## src/rtl/hazard_stall_ctrl.sv

```systemverilog
// ----------------------------------------------------------------------------
// hazard_stall_ctrl
//
// Pipeline sequencing controller for a 5-stage MIPS datapath. It works next to
// the forwarding unit and handles the hazards that forwarding cannot resolve:
//   - load-use stall (one bubble into ID/EX, PC and IF/ID held)
//   - multi-cycle mult/div occupying EX (front end frozen, EX/MEM bubbled)
//   - taken-branch flush (IF/ID cleared, ID/EX bubbled)
//
// Outputs are combinational from the state and the inputs. The datapath
// samples them at the next posedge.
//
// Parameters
//   MD_LATENCY  cycles a mult/div occupies EX (1..15, 1 = no extra stall)
//   STAT_W      width of the stall/flush counters (statistics build only)
//
// Ports
//   CLOCK, RESET     clock, synchronous active-high reset
//   IFID_Rs/Rt       source fields of the instruction in ID
//   IFID_UsesRt      ID instruction reads rt
//   IDEX_Rt          destination rt of the instruction in EX
//   IDEX_MemRead     EX instruction is a load
//   ID_MultDiv       ID instruction is mult/div
//   EX_BranchTaken   branch/jump in EX resolved taken
//   PC_Write, IFID_Write, IFID_Flush, IDEX_Write, IDEX_Bubble,
//   EXMEM_Bubble, MD_Busy   pipeline register controls / status
//
// Optional feature: define HAZARD_STATS_EN to add three saturating counters
// (Load_Stalls, MD_Stalls, Flushes), each STAT_W bits wide.
// ----------------------------------------------------------------------------
module hazard_stall_ctrl #(
    parameter int MD_LATENCY = 4,
    parameter int STAT_W     = 16
) (
    input  logic       CLOCK,
    input  logic       RESET,
    input  logic [4:0] IFID_Rs,
    input  logic [4:0] IFID_Rt,
    input  logic       IFID_UsesRt,
    input  logic [4:0] IDEX_Rt,
    input  logic       IDEX_MemRead,
    input  logic       ID_MultDiv,
    input  logic       EX_BranchTaken,
    output logic       PC_Write,
    output logic       IFID_Write,
    output logic       IFID_Flush,
    output logic       IDEX_Write,
    output logic       IDEX_Bubble,
    output logic       EXMEM_Bubble,
    output logic       MD_Busy
`ifdef HAZARD_STATS_EN
    ,
    output logic [STAT_W-1:0] Load_Stalls,
    output logic [STAT_W-1:0] MD_Stalls,
    output logic [STAT_W-1:0] Flushes
`endif
);

    typedef enum logic {
        RUN     = 1'b0,
        MD_BUSY = 1'b1
    } state_e;

    localparam logic [3:0] MD_LOAD = 4'(MD_LATENCY - 1);
    localparam bit         MD_STALLS = (MD_LATENCY > 1);

    state_e     state_q, state_d;
    logic [3:0] md_cnt_q, md_cnt_d;
    logic       lu;

    // r0 is hardwired to zero, so a load "into r0" never creates a dependency.
    assign lu = IDEX_MemRead && (IDEX_Rt != 5'd0) &&
                ((IDEX_Rt == IFID_Rs) || (IFID_UsesRt && (IDEX_Rt == IFID_Rt)));

    always_comb begin
        state_d      = state_q;
        md_cnt_d     = md_cnt_q;
        PC_Write     = 1'b1;
        IFID_Write   = 1'b1;
        IFID_Flush   = 1'b0;
        IDEX_Write   = 1'b1;
        IDEX_Bubble  = 1'b0;
        EXMEM_Bubble = 1'b0;
        MD_Busy      = 1'b0;
        if (RESET) begin
            // Front end frozen, ID/EX filled with NOPs while in reset.
            PC_Write    = 1'b0;
            IFID_Write  = 1'b0;
            IDEX_Bubble = 1'b1;
        end else begin
            case (state_q)
                RUN: begin
                    if (EX_BranchTaken) begin
                        // ID holds a wrong-path instruction: its hazards are moot.
                        IFID_Flush  = 1'b1;
                        IDEX_Bubble = 1'b1;
                    end else if (lu) begin
                        PC_Write    = 1'b0;
                        IFID_Write  = 1'b0;
                        IDEX_Bubble = 1'b1;
                    end else if (ID_MultDiv && MD_STALLS) begin
                        // Mult/div advances into EX normally, then holds it.
                        state_d  = MD_BUSY;
                        md_cnt_d = MD_LOAD;
                    end
                end
                MD_BUSY: begin
                    PC_Write     = 1'b0;
                    IFID_Write   = 1'b0;
                    IDEX_Write   = 1'b0;
                    EXMEM_Bubble = 1'b1;
                    MD_Busy      = 1'b1;
                    md_cnt_d     = md_cnt_q - 4'd1;
                    // Last EX cycle of the mult/div is spent back in RUN.
                    if (md_cnt_q <= 4'd1) state_d = RUN;
                end
                default: state_d = RUN;
            endcase
        end
    end

    always_ff @(posedge CLOCK) begin
        if (RESET) begin
            state_q  <= RUN;
            md_cnt_q <= 4'd0;
        end else begin
            state_q  <= state_d;
            md_cnt_q <= md_cnt_d;
        end
    end

`ifdef HAZARD_STATS_EN
    logic lu_stall, md_cyc, br_cyc;
    logic [STAT_W-1:0] ld_q, md_q, fl_q;

    assign br_cyc   = !RESET && (state_q == RUN) && EX_BranchTaken;
    assign lu_stall = !RESET && (state_q == RUN) && !EX_BranchTaken && lu;
    assign md_cyc   = !RESET && (state_q == MD_BUSY);

    always_ff @(posedge CLOCK) begin
        if (RESET) begin
            ld_q <= '0;
            md_q <= '0;
            fl_q <= '0;
        end else begin
            if (lu_stall && (ld_q != '1)) ld_q <= ld_q + 1'b1;
            if (md_cyc   && (md_q != '1)) md_q <= md_q + 1'b1;
            if (br_cyc   && (fl_q != '1)) fl_q <= fl_q + 1'b1;
        end
    end

    assign Load_Stalls = ld_q;
    assign MD_Stalls   = md_q;
    assign Flushes     = fl_q;
`endif

endmodule

```

## config.mk

```make
export PLATFORM = sky130hd
export DESIGN_NAME = hazard_stall_ctrl
export DESIGN_NICKNAME = d
export VERILOG_FILES = /design/src/rtl/hazard_stall_ctrl.sv
export SDC_FILE = /design/constraint.sdc
export NUM_CORES = 1
export LEC_CHECK = 0
export CORE_UTILIZATION = 41
export CTS_CLUSTER_SIZE = 14
export DETAILED_ROUTE_END_ITERATION = 10
export PLACE_DENSITY_LB_ADDON = 0.15
export RECOVER_POWER = 50
export SKIP_LAST_GASP = 1
export SYNTH_ARGS = -nofsm -noshare
export SYNTH_HDL_FRONTEND = slang
export SYNTH_SLANG_ARGS = --single-unit
```

## constraint.sdc

```tcl
create_clock -name CLOCK -period 6 [get_ports CLOCK]
set_input_delay 1.5 -clock CLOCK [delete_from_list [all_inputs] [get_ports CLOCK]]
set_output_delay 1.5 -clock CLOCK [all_outputs]
set_load 0.01 [all_outputs]
```

==> parameters.txt <==
Parameter                              Value

Status
  Run status    finished, final reports clean

STA
  Number of failing setup endpoints in the final timing report    0
  Period utilization    89.5%
  Transition time of the tightest slew-check pin    0.676 ns
  Final critical path time including I/O delays and setup    5.37 ns
  RSZ-0062 raised after global routing    false
  Final-layout setup total negative slack    0 ns
  Clock skew after layout    0.00413 ns
  Max Freq    186 MHz
  Tightest slew margin relative to the limit    55.0%
  Max-slew violations    0
  Fin. Hold Viols    0
  Post-route worst hold slack    0.588 ns

Global route
  Number of antenna violations at the first check in global routing    0
  Gr usage total    21.7%
  Via count of the first global-routing pass    518
  Wire length of the first global-routing pass    2100 um
  Maximum number of pins on one net before global-route repair    15
  Grt ovf    0

Drt
  Detailed router's first-iteration violation count    1
  DRT Pass-1 Iters    4
  Wirelength, routed    1260 um
  Number of remaining DRC errors    0
  Routed via count divided by cell count    5.14
  Routed vias    529
  Post-route antenna net violation count    0
  Wire length per cell    12.3 um

Final layout
  Area delta synth->final    51.0%
  Number of fill cells    112
  Antenna cell count    0
  Most common cell after layout, fill and taps aside    sky130_fd_sc_hd__clkdlybuf4s50_1
  Share of final-layout standard cells stronger than drive strength 1    10.1%
  Most frequent cells in the layout    sky130_fd_sc_hd__clkdlybuf4s50_1 (25), sky130_fd_sc_hd__xor2_1 (6), sky130_fd_sc_hd__xnor2_1 (5), sky130_fd_sc_hd__nor2_1 (5), sky130_fd_sc_hd__dfxtp_1 (5)
  Final nets    113

Setup path
  Critical path fanouts, max    7
  Critical setup path kind    primary input to output port
  Worst path arrival time    3.87 ns
  Total buffers and inverters traversed by the critical path    2
  Sequence of cells on the critical path    dlygate4sd3_1 -> or4_4 -> o221ai_1 -> o21a_1 -> clkdlybuf4s50_1
  Worst path top cell family by delay    buffers and inverters
  Worst endpoint required time    4.50 ns
  Slowest cell on the critical path    sky130_fd_sc_hd__dlygate4sd3_1
  Slowest stage delay, CP    0.60 ns
  Endpoint kind of the worst setup timing path    output port
  Critical path launch point type    primary input

Job
  Maximum capacitance violations    0

Clock tree
  Clock Sinks    5
  Clock insertion delay at the later pin of the skew report    0.25 ns
  Largest buffer count on any clock path    2
  Clk Tree Root Cell    sky130_fd_sc_hd__clkbuf_4
  Clock edge transition at the registers on the reported setup and hold paths    0.05 ns
  Total of cells resized after clock tree synthesis    0
  Post-cts hold buffer count    0
  CTS H-tree depth    1
  Total CTS buffers    3
  Post-CTS setup-driven buffer insertion count    0
  Clock tree from TritonCTS    built

Synthesis
  Area share of the largest cell type after synthesis    18.6%
  Mean instance size in the synthesized netlist    8.66 sq um
  Register bit total from synthesis    5
  Leading cell types by total area after synthesis    sky130_fd_sc_hd__dfxtp_1 (19%), sky130_fd_sc_hd__xor2_1 (9.8%), sky130_fd_sc_hd__xnor2_1 (8.2%), sky130_fd_sc_hd__nor4b_1 (6.5%), sky130_fd_sc_hd__o221ai_4 (4.9%)
  Synthesized Nets    85
  Cell type with the largest total area after synthesis    sky130_fd_sc_hd__dfxtp_1
  Yosys warnings    0
  Cell count after synthesis    62
  Seq/Total Area, Yosys    18.6%
  Post-Syn Area    537 sq um
  Library cells used by synthesis    28

Pwr
  Leakage power of the design    0.307 nW
  Peak supply drop    158 uV
  Power density over the cells    174 nW/um^2

Floorplanning
  I/O pin cnt    28
  Number of placement rows    12
  Die extent in x    38.2 um
  Core outline area    1160 sq um
  Area of the die    1460 sq um
  Die span in y    38.2 um
  Effective utilization at floorplan    46.4%

Hold path
  Path type of the worst min-delay path    flip-flop to flip-flop

Placement
  Input/output buffers    27
  GP Congestion    0.777
  Detailed-placement wirelength estimate    977 um
## layout make-up
cell class / instances / area (sq um) / share of cell area (%)
multi-input combinational: 49 / 382 / 47.1
timing repair buffer: 27 / 270 / 33.3
sequential: 5 / 100 / 12.3
clock buffer: 4 / 26.3 / 3.24
tap: 14 / 17.5 / 2.16
inverter: 4 / 15.0 / 1.85
## cell usage after synthesis
library cell and n:
sky130_fd_sc_hd__a22o_1 1, sky130_fd_sc_hd__nor4b_1 4, sky130_fd_sc_hd__mux2i_1 1, sky130_fd_sc_hd__a211oi_2 1, sky130_fd_sc_hd__inv_1 4, sky130_fd_sc_hd__o221ai_4 1, sky130_fd_sc_hd__or4_4 1, sky130_fd_sc_hd__o21a_1 2
sky130_fd_sc_hd__nor2b_1 1, sky130_fd_sc_hd__clkbuf_1 2, sky130_fd_sc_hd__nand2_1 2, sky130_fd_sc_hd__dfxtp_1 5, sky130_fd_sc_hd__a21oi_1 4, sky130_fd_sc_hd__a31o_1 1, sky130_fd_sc_hd__xnor2_1 5, sky130_fd_sc_hd__nor2_1 5
sky130_fd_sc_hd__nand3_1 2, sky130_fd_sc_hd__o41ai_2 1, sky130_fd_sc_hd__ha_1 2, sky130_fd_sc_hd__and3_2 1, sky130_fd_sc_hd__and2_1 2, sky130_fd_sc_hd__a21o_2 1, sky130_fd_sc_hd__nor3_4 1, sky130_fd_sc_hd__buf_4 2
sky130_fd_sc_hd__xor2_1 6, sky130_fd_sc_hd__nor4_1 1, sky130_fd_sc_hd__nor3b_1 1, sky130_fd_sc_hd__nand2b_1 2
## flip-flops by register name (all words and copies together) (netlist names)
signal and count:
state_q 1, md_cnt_q 4
## stage by stage
step	setup WS (ns)	power [W]	instances	cell area [sq um]	utilization, %
6_report	0.629	0.000141	103	811	70.1
5_1_grt	0.532	0.000151	103	811	70.1
4_1_cts	0.942	0.000145	103	828	71.6
3_5_place_dp	0.951	0.000103	99	802	69.4
3_3_place_gp	0.956	0.000102	99	802	69.4
2_1_floorplan	1.87	0.0000763	62	537	-
## layer usage
layer | part of all wire (%) | wire length (um) | GRT usage, %
met5 | 0 | 0 | 0
met4 | 2.1 | 27 | 10.7
met3 | 8.9 | 112 | 6.98
met2 | 50 | 636 | 39.8
met1 | 39 | 486 | 21.4
## cells by family (layout without fill, tap and decap cells)
logic type,after synthesis,after routing,share of synthesized area [%]
XOR/XNOR,11,11,17.9
adder cells (fa/ha/maj),2,2,4.66
AO/OA/AOI/OAI,12,12,21.7
buffers and inverters,8,35,6.99
AND/OR/NAND/NOR,23,23,28.2
flip-flops,5,5,18.6
multiplexers,1,1,1.86
## path summary, 6_finish.rpt
path | start | to | slack (ns) | cells past startpoint
setup / recovery | IDEX_Rt[3] | IFID_Write | 0.63 | 5
hold / removal | md_cnt_q[2] | md_cnt_q[2] | 0.59 | 2
setup reg to reg | md_cnt_q[0] | state_q | 4.56 | 7
hold reg to reg | md_cnt_q[2] | md_cnt_q[2] | 0.59 | 2
## tightest hold or removal path, delay by kind of cell (launching register included)
kind / cells / cell delay (ns)
DFF: 1 / 0.33
AOI/OAI and AO/OA: 1 / 0.08
buffers and inverters: 1 / 0.12
## where the power goes
| part | switching (W) | leakage [nW] | internal, W | total, W |
|---|---|---|---|---|
| Sequential | 0.00000598 | 0.0412 | 0.0000378 | 0.0000438 |
| Clock | 0.0000149 | 0.0150 | 0.0000252 | 0.0000401 |
| Combinational | 0.0000232 | 0.251 | 0.0000339 | 0.0000571 |
Note: power is estimated with default switching activity, not from simulation.
